<file path="src/rtl/button_debouncer.sv">
// button_debouncer
// Takes a raw, asynchronous, bouncing button line, synchronizes it to clk
// and accepts a level change only after it has been seen for STABLE_CYCLES
// consecutive synchronized samples. Produces a clean level, one-cycle
// press/release pulses, a wrapping press counter and a saturating counter
// of aborted qualification attempts.
//
// There is no valid/ready interface on this block: btn_in is a free-running
// level and all outputs are registered levels/pulses, valid every cycle.
module button_debouncer #(
    parameter int STABLE_CYCLES = 16
) (
    input  logic       clk,
    input  logic       rst,
    input  logic       btn_in,
    output logic       btn_level,
    output logic       press_pulse,
    output logic       release_pulse,
    output logic [7:0] press_count,
    output logic [7:0] bounce_count,
    output logic [1:0] dbg_state
);

    typedef enum logic [1:0] {
        IDLE         = 2'd0,
        PRESS_WAIT   = 2'd1,
        PRESSED      = 2'd2,
        RELEASE_WAIT = 2'd3
    } state_t;

    // Qualification ends when the counter already holds STABLE_CYCLES-1 and
    // one more matching sample arrives (the entering sample counts as 1).
    localparam logic [7:0] CNT_LAST = 8'(STABLE_CYCLES - 1);

    logic       s1_q;
    logic       sync_q;
    state_t     state_q,        state_d;
    logic [7:0] cnt_q,          cnt_d;
    logic       level_q,        level_d;
    logic       press_q,        press_d;
    logic       release_q,      release_d;
    logic [7:0] press_cnt_q,    press_cnt_d;
    logic [7:0] bounce_cnt_q,   bounce_cnt_d;
    logic [7:0] bounce_cnt_inc;

    // Aborts stop counting at 255 instead of wrapping.
    assign bounce_cnt_inc = (bounce_cnt_q == 8'hFF) ? bounce_cnt_q : bounce_cnt_q + 8'd1;

    // Two-flop synchronizer; only sync_q is allowed to feed the FSM.
    always_ff @(posedge clk) begin
        if (rst) begin
            s1_q   <= 1'b0;
            sync_q <= 1'b0;
        end else begin
            s1_q   <= btn_in;
            sync_q <= s1_q;
        end
    end

    // Next-state logic: qualify each level change, count aborts and presses.
    always_comb begin
        state_d      = state_q;
        cnt_d        = cnt_q;
        level_d      = level_q;
        press_d      = 1'b0;
        release_d    = 1'b0;
        press_cnt_d  = press_cnt_q;
        bounce_cnt_d = bounce_cnt_q;
        case (state_q)
            IDLE: begin
                if (sync_q) begin
                    state_d = PRESS_WAIT;
                    cnt_d   = 8'd1;
                end
            end
            PRESS_WAIT: begin
                if (!sync_q) begin
                    state_d      = IDLE;
                    cnt_d        = 8'd0;
                    bounce_cnt_d = bounce_cnt_inc;
                end else if (cnt_q == CNT_LAST) begin
                    state_d     = PRESSED;
                    cnt_d       = 8'd0;
                    level_d     = 1'b1;
                    press_d     = 1'b1;
                    press_cnt_d = press_cnt_q + 8'd1;
                end else begin
                    cnt_d = cnt_q + 8'd1;
                end
            end
            PRESSED: begin
                if (!sync_q) begin
                    state_d = RELEASE_WAIT;
                    cnt_d   = 8'd1;
                end
            end
            RELEASE_WAIT: begin
                if (sync_q) begin
                    state_d      = PRESSED;
                    cnt_d        = 8'd0;
                    bounce_cnt_d = bounce_cnt_inc;
                end else if (cnt_q == CNT_LAST) begin
                    state_d   = IDLE;
                    cnt_d     = 8'd0;
                    level_d   = 1'b0;
                    release_d = 1'b1;
                end else begin
                    cnt_d = cnt_q + 8'd1;
                end
            end
            default: begin
                state_d = IDLE;
                cnt_d   = 8'd0;
            end
        endcase
    end

    // Single state register for the FSM and all of its registered outputs.
    always_ff @(posedge clk) begin
        if (rst) begin
            state_q      <= IDLE;
            cnt_q        <= 8'd0;
            level_q      <= 1'b0;
            press_q      <= 1'b0;
            release_q    <= 1'b0;
            press_cnt_q  <= 8'd0;
            bounce_cnt_q <= 8'd0;
        end else begin
            state_q      <= state_d;
            cnt_q        <= cnt_d;
            level_q      <= level_d;
            press_q      <= press_d;
            release_q    <= release_d;
            press_cnt_q  <= press_cnt_d;
            bounce_cnt_q <= bounce_cnt_d;
        end
    end

    assign btn_level     = level_q;
    assign press_pulse   = press_q;
    assign release_pulse = release_q;
    assign press_count   = press_cnt_q;
    assign bounce_count  = bounce_cnt_q;
    assign dbg_state     = state_q;

endmodule
</file>
<file path="config.mk">
export PLATFORM = sky130hd
export DESIGN_NAME = button_debouncer
export DESIGN_NICKNAME = d
export VERILOG_FILES = /design/src/rtl/button_debouncer.sv
export SDC_FILE = /design/constraint.sdc
export NUM_CORES = 1
export LEC_CHECK = 0
export BUFFER_PORTS_ARGS = -buffer_cell sky130_fd_sc_hd__buf_2
export CAP_MARGIN = 20
export CORE_MARGIN = 1
export CORE_UTILIZATION = 25
export CTS_CLUSTER_DIAMETER = 50
export CTS_CLUSTER_SIZE = 30
export DETAILED_ROUTE_END_ITERATION = 6
export PLACE_DENSITY = 0.53
export SLEW_MARGIN = 0
export SYNTH_ARGS = -nofsm -noshare
export SYNTH_HDL_FRONTEND = slang
export SYNTH_SLANG_ARGS = --single-unit
</file>
<file path="constraint.sdc">
create_clock -name clk -period 3.4 [get_ports clk]
set_input_delay 0.34 -clock clk [delete_from_list [all_inputs] [get_ports clk]]
set_output_delay 0.34 -clock clk [all_outputs]
set_load 0.01 [all_outputs]
</file>
== Word-level counts from Yosys, hierarchy flattened ==
Index checks and enable logic that the tools add are counted.
W data, S select, Z words.

* Bits in registers: 31
* Bits in latches: 0
* Bits in writable memories: 0
* ROM bits: 0
* Bits of input ports: 3
* Output and inout bits: 21
* Memories kept: 0

* Add/subtract/negate cells: 3
* Multipliers: 0
* Divide/modulo/power cells: 0
* Order comparisons: 0
* Equal/unequal tests: 15
* Shifts and indexed selects: 0
* Multiplexer cells: 23
* Bitwise gates (word level): 3
* Reduce and logical (&&, ||, !) cells: 9

{| class="wikitable"
|+ Operator list
! kind !! count
|-
| $mux W8 || 8
|-
| $pmux W8 S4 || 1
|-
| $add A8 B1 Y8 const B || 3
|-
| $ne A2 B2 Y1 const B || 8
|-
| $pmux W8 S2 || 1
|-
| $mux W2 || 6
|-
| $eq A8 B4 Y1 const B || 1
|-
| $eq A8 B8 Y1 const B || 1
|-
| $pmux W2 S4 || 1
|-
| $ne A3 B3 Y1 const B || 2
|-
| $reduce_and A3 Y1 || 2
|-
| $reduce_or A3 Y1 || 2
|-
| $mux W1 || 5
|-
| $reduce_and A5 Y1 || 1
|-
| $eq A2 B2 Y1 const B || 2
|-
| $reduce_and A4 Y1 || 1
|-
| $not A1 Y1 || 3
|-
| $eq A2 B1 Y1 const B || 1
|-
| $logic_not A2 Y1 || 1
|-
| $pmux W1 S2 || 1
|-
| $reduce_and A2 Y1 || 1
|-
| $reduce_bool A2 Y1 || 1
|}

== Logic depth before layout (Yosys ltp) ==
* Word-level depth: 4
* Mapped depth: 5

== Worst setup path after synthesis ==
OpenSTA, ideal clock, no wires.

* Path type: register to register
* Start: reg cnt_q[4]
* End: reg press_cnt_q[7], in the netlist press_count[7]
* Data arrival time: 1.979 ns
* Path slack: 1.350 ns
* Cell stages (with the launch flop): 6
* Buffers on the path: 1
* Period minus slack after synthesis: 2.050 ns
* Cells stage by stage: dfxtp_1 -> or4_4 -> buf_6 -> or4_4 -> or3_1 -> a21oi_1

* Longest elaborated chain between the ends: 2

{| class="wikitable"
|+ RTL lines
! what !! line !! text
|-
| start, declared || 38 || <nowiki>logic [7:0] cnt_q, cnt_d;</nowiki>
|-
| start signal, assigned || 130 || <nowiki>cnt_q <= cnt_d;</nowiki>
|-
| $eq A8 B4 Y1 || 81 || <nowiki>end else if (cnt_q == CNT_LAST) begin</nowiki>
|-
| $reduce_and A3 Y1 (no source line) || - ||
|-
| end signal, assigned || 134 || <nowiki>press_cnt_q <= press_cnt_d;</nowiki>
|-
| end, declared || 42 || <nowiki>logic [7:0] press_cnt_q, press_cnt_d;</nowiki>
|}

Every way passes these cells.
A chain may end at the register's enable or synchronous reset.

== Final worst setup path ==
Same ends and word-level chain as after synthesis.

==> summary.md <==
The flow ran to the end, and the final reports show no timing, DRC or antenna violations. The core region is 5470 um^2. The worst setup path is launched from a register.

The final critical path takes up 61.1% of the cycle. For the final worst clock skew, the log shows 0.00377 ns. Of all nets on the critical path, the largest fanout is 9.

Data on the critical path is required at its endpoint by 3.61 ns. The worst-case IR drop observed on VDD is 0.149 mV. The final number of setup-violating endpoints came out at 0. The repair_antennas step left the layout with diodes totalling 0. The final setup slack of the worst path came out at 1.32 ns. The power density over the cells works out to 398 nW/um^2. Yosys attributes the largest share of cell area to sky130_fd_sc_hd__dfxtp_1 (44%), sky130_fd_sc_hd__nand3_1 (4.9%), sky130_fd_sc_hd__xnor2_1 (4.3%).

For this block, the via count after detailed routing is 1222. The die is 77.3 um tall. The floorplan has 27 rows. The tools report the via count of the first global-routing pass as 1050. TritonCTS built the clock tree.

The number of buffers and inverters on the critical path works out to 0. The sequential fraction of the synthesis area came out at 43.8%. Setup repair after global routing left no endpoint under its margin.

For the count of antenna-violating nets left after detailed routing, the log shows 0. The signal on the critical path passes through or4_4 > or4_4 > or3_1 > a21oi_1. The tree is rooted in a sky130_fd_sc_hd__clkbuf_8. In this design, the stage delay of the slowest critical-path cell is 0.59 ns. The logs give 0 for the number of antenna violations at the first check in global routing and 5970 um^2 for the full die area. The run gives 596 as the number of filler instances in the final layout. The number of max-cap violations is 0. In the routed design, unresolved DRC markers number 0. At the pin with the least slew margin, the transition time is 0.653 ns. Global routing used 15.6% of the available met2 tracks. In this run the cell area of the synthesized design comes to 1420 um^2. The number of vias per cell after detailed routing was 4.77; the fraction of post-synthesis cell area in the top cell type by area was 43.8%. STA puts the critical path data arrival time at 2.29 ns. In this run the cell area measured after placement is 1590 um^2. The port buffer count was 23. After routing, the total negative slack on setup checks comes to 0 ns. The run gives 0.675 nW as the total leakage power. The run gives 0.481 GHz as the maximum clock frequency. The number of standard cells after synthesis came out at 160.

Among cell families on the critical path, the largest total delay comes from simple AND/OR/NAND/NOR gates. For the number of hold buffers added after CTS, the log shows 0. The tools report the global routing usage summed across all routing layers as 10.6%.

Summed over all layers, the global routing overflow is 0. The first detailed-routing pass ran for 4 iterations. By startpoint and endpoint, the worst setup path is classified as register to register. The number of placed I/O pins is 24, and the setup slack after placement is 1.33 ns. For the placer congestion estimate, the log shows 0.789. Number of nets in the finished design: 189. The tools report the detailed placement HPWL as 2100 um. For the quantity of gates resized following cts, the log shows 0.

In this run, distinct cell masters in the synthesized netlist total 36. The post-detailed-route wirelength per cell works out to 11.8 um. Counting stages on the worst path, the most repeated cell is sky130_fd_sc_hd__or4_4. The clock period minus final worst setup slack was 2.08 ns. Met1 usage: 13.2%.

Total count of max-transition violations in the final report: 0. The clock passes through at most 2 buffers. Relative to the synthesized area, the layout overhead comes to 18.0%.

The final hold violation count came out at 0. Wires add up to 3010 um. The synthesized design spends more area on one cell type than any other, namely sky130_fd_sc_hd__dfxtp_1. Cells with a size suffix above 1 make up 19.6% of the layout.

The finished cells cover 1670 um^2. Headroom to the max-slew limit came out at 56.1%. Entering global routing, the biggest net connects 26 pins. The worst hold path belongs to the class input pin to register. The synthesized design contains 31 register bits. After clock tree synthesis, the clock-pin slew on the worst setup and hold paths is 0.07 ns. Met3 layer usage reported by global route: 4.29%.

Once the floorplan was initialized, standard cells occupied 25.9% of the core. The TritonCTS sink count came out at 31. Measured along the x axis, the die boundary spans 77.3 um. For the number of warning messages in the yosys log, the log shows 0.

Worst-path cell with the longest stage delay: sky130_fd_sc_hd__or4_4. The element type at the critical path end is a register. The H-tree was split into 2 levels.

The tools report the net count after synthesis as 166. The number of DRC violations after detailed-routing iteration 0 is 53, and the synthesized area per cell is 8.85 um^2. The logs give 5 for the clock buffer count from CTS and 0.28 ns for the clock latency reported for the late side of the worst-skew pair. The number of setup buffers added after CTS came out at 0. The first global-routing pass estimated 4930 um of wire.

The global routing stage identified its most utilized layer as met2.
[report_power, final]
group / switching [mW] / total (mW) / internal (mW)
Sequential: 0.00436 / 0.371 / 0.367
Combinational: 0.0138 / 0.0203 / 0.00651
Clock: 0.135 / 0.274 / 0.140
[logic make-up after synthesis]
logic type	Yosys count	share of synthesized area, %
AOI/OAI and AO/OA	29	13.3
xor gates and xnor gates	11	6.80
adders and majority gates	3	2.65
buffers and inverters	12	3.71
DFF	31	43.8
muxes	4	2.83
and+or+nand+nor	70	26.9
[synth_stat cells]
library cell	number
sky130_fd_sc_hd__or4_4	2
sky130_fd_sc_hd__nor2b_1	2
sky130_fd_sc_hd__a31o_2	1
sky130_fd_sc_hd__inv_1	5
sky130_fd_sc_hd__a31oi_1	5
sky130_fd_sc_hd__nor3_1	4
sky130_fd_sc_hd__a21oi_1	10
sky130_fd_sc_hd__and2_1	1
sky130_fd_sc_hd__nor4b_1	1
sky130_fd_sc_hd__o211a_1	2
sky130_fd_sc_hd__or2_2	1
sky130_fd_sc_hd__clkbuf_1	6
sky130_fd_sc_hd__or3b_1	1
sky130_fd_sc_hd__nor2_1	15
sky130_fd_sc_hd__buf_6	1
sky130_fd_sc_hd__mux2i_1	4
sky130_fd_sc_hd__or4_1	1
sky130_fd_sc_hd__or4b_1	1
sky130_fd_sc_hd__o21ai_0	5
sky130_fd_sc_hd__xnor2_1	7
sky130_fd_sc_hd__or3_1	2
sky130_fd_sc_hd__nand2_1	10
sky130_fd_sc_hd__a22o_1	2
sky130_fd_sc_hd__and3_1	2
sky130_fd_sc_hd__and4_1	1
sky130_fd_sc_hd__nor4_1	3
sky130_fd_sc_hd__nand4b_1	2
sky130_fd_sc_hd__nand4_1	6
sky130_fd_sc_hd__o211ai_1	2
sky130_fd_sc_hd__ha_1	3
sky130_fd_sc_hd__o2111a_1	1
sky130_fd_sc_hd__xor2_1	4
sky130_fd_sc_hd__dfxtp_1	31
sky130_fd_sc_hd__and3_2	1
sky130_fd_sc_hd__nand3_1	14
sky130_fd_sc_hd__o41ai_1	1
[path summary, 6_finish.rpt]
| path | start | end | slack [ns] | cells past startpoint |
|---|---|---|---|---|
| min reg2reg | s1_q$_SDFF_PP0_ | sync_q$_SDFF_PP0_ | 0.44 | 1 |
| min | btn_in | s1_q$_SDFF_PP0_ | 0.27 | 2 |
| max | cnt_q[4]$_SDFFE_PP0P_ | press_count[7]$_SDFFE_PP0P_ | 1.32 | 4 |
| max reg2reg | cnt_q[4]$_SDFFE_PP0P_ | press_count[7]$_SDFFE_PP0P_ | 1.32 | 4 |
[final cells by class]
class / instances / area (um^2) / area share [%]
tap: 72 / 90.1 / 5.39
clock buffer: 5 / 68.8 / 4.12
inverter: 5 / 18.8 / 1.12
timing repair buffer: 23 / 115 / 6.89
multi-input combinational: 117 / 743 / 44.5
clock inverter: 3 / 15.0 / 0.898
sequential: 31 / 621 / 37.1
[cell usage in the layout (no fill, tap or decap), types with 2 or more instances in the layout]
cell type / n
sky130_fd_sc_hd__mux2i_1: 4
sky130_fd_sc_hd__o211a_1: 2
sky130_fd_sc_hd__clkinv_2: 3
sky130_fd_sc_hd__nand3_1: 14
sky130_fd_sc_hd__xnor2_1: 7
sky130_fd_sc_hd__and3_1: 2
sky130_fd_sc_hd__a31oi_1: 5
sky130_fd_sc_hd__nor3_1: 4
sky130_fd_sc_hd__ha_1: 3
sky130_fd_sc_hd__o211ai_1: 2
sky130_fd_sc_hd__nand2_1: 10
sky130_fd_sc_hd__nand4b_1: 2
sky130_fd_sc_hd__or4_4: 2
sky130_fd_sc_hd__a22o_1: 2
sky130_fd_sc_hd__nor4_1: 3
sky130_fd_sc_hd__xor2_1: 4
sky130_fd_sc_hd__a21oi_1: 10
sky130_fd_sc_hd__or3_1: 2
sky130_fd_sc_hd__nor2b_1: 2
sky130_fd_sc_hd__clkbuf_8: 5
sky130_fd_sc_hd__buf_2: 23
sky130_fd_sc_hd__dfxtp_1: 31
sky130_fd_sc_hd__inv_1: 5
sky130_fd_sc_hd__nor2_1: 15
sky130_fd_sc_hd__o21ai_0: 5
sky130_fd_sc_hd__nand4_1: 6
[worst reg2reg max path: cells and delay by family (launching register included)]
kind	cells	cell delay (ns)
and+or+nand+nor	3	1.52
DFF	1	0.36
AOI/OAI and AO/OA	1	0.13
[per-layer routing]
metal  part of all wire [%]  vias to the layer above
met4                    1.3                        0
met2                     43                       30
li1                       -                      630
met1                     50                      558
met3                    5.0                        4
met5                      0                        -
[through the flow]
stage          instances  utilization [%]  total power, mW  hold slack (ns)
3_3_place_gp         248             29.0            0.400            0.419
4_1_cts              256             30.5            0.678            0.261
2_1_floorplan        160                -            0.393            0.414
3_5_place_dp         248             29.0            0.400            0.424
6_report             256             30.5            0.666            0.275
5_1_grt              256             30.5            0.697            0.251
[state kept, by name, summed over array words and instances, names as in the netlist, named ones only]
signal,count
bounce_count,8
press_pulse,1
btn_level,1
sync_q,1
press_count,8
cnt_q,8
dbg_state,1
release_pulse,1
s1_q,1
Note: power is estimated with default switching activity, not from simulation.
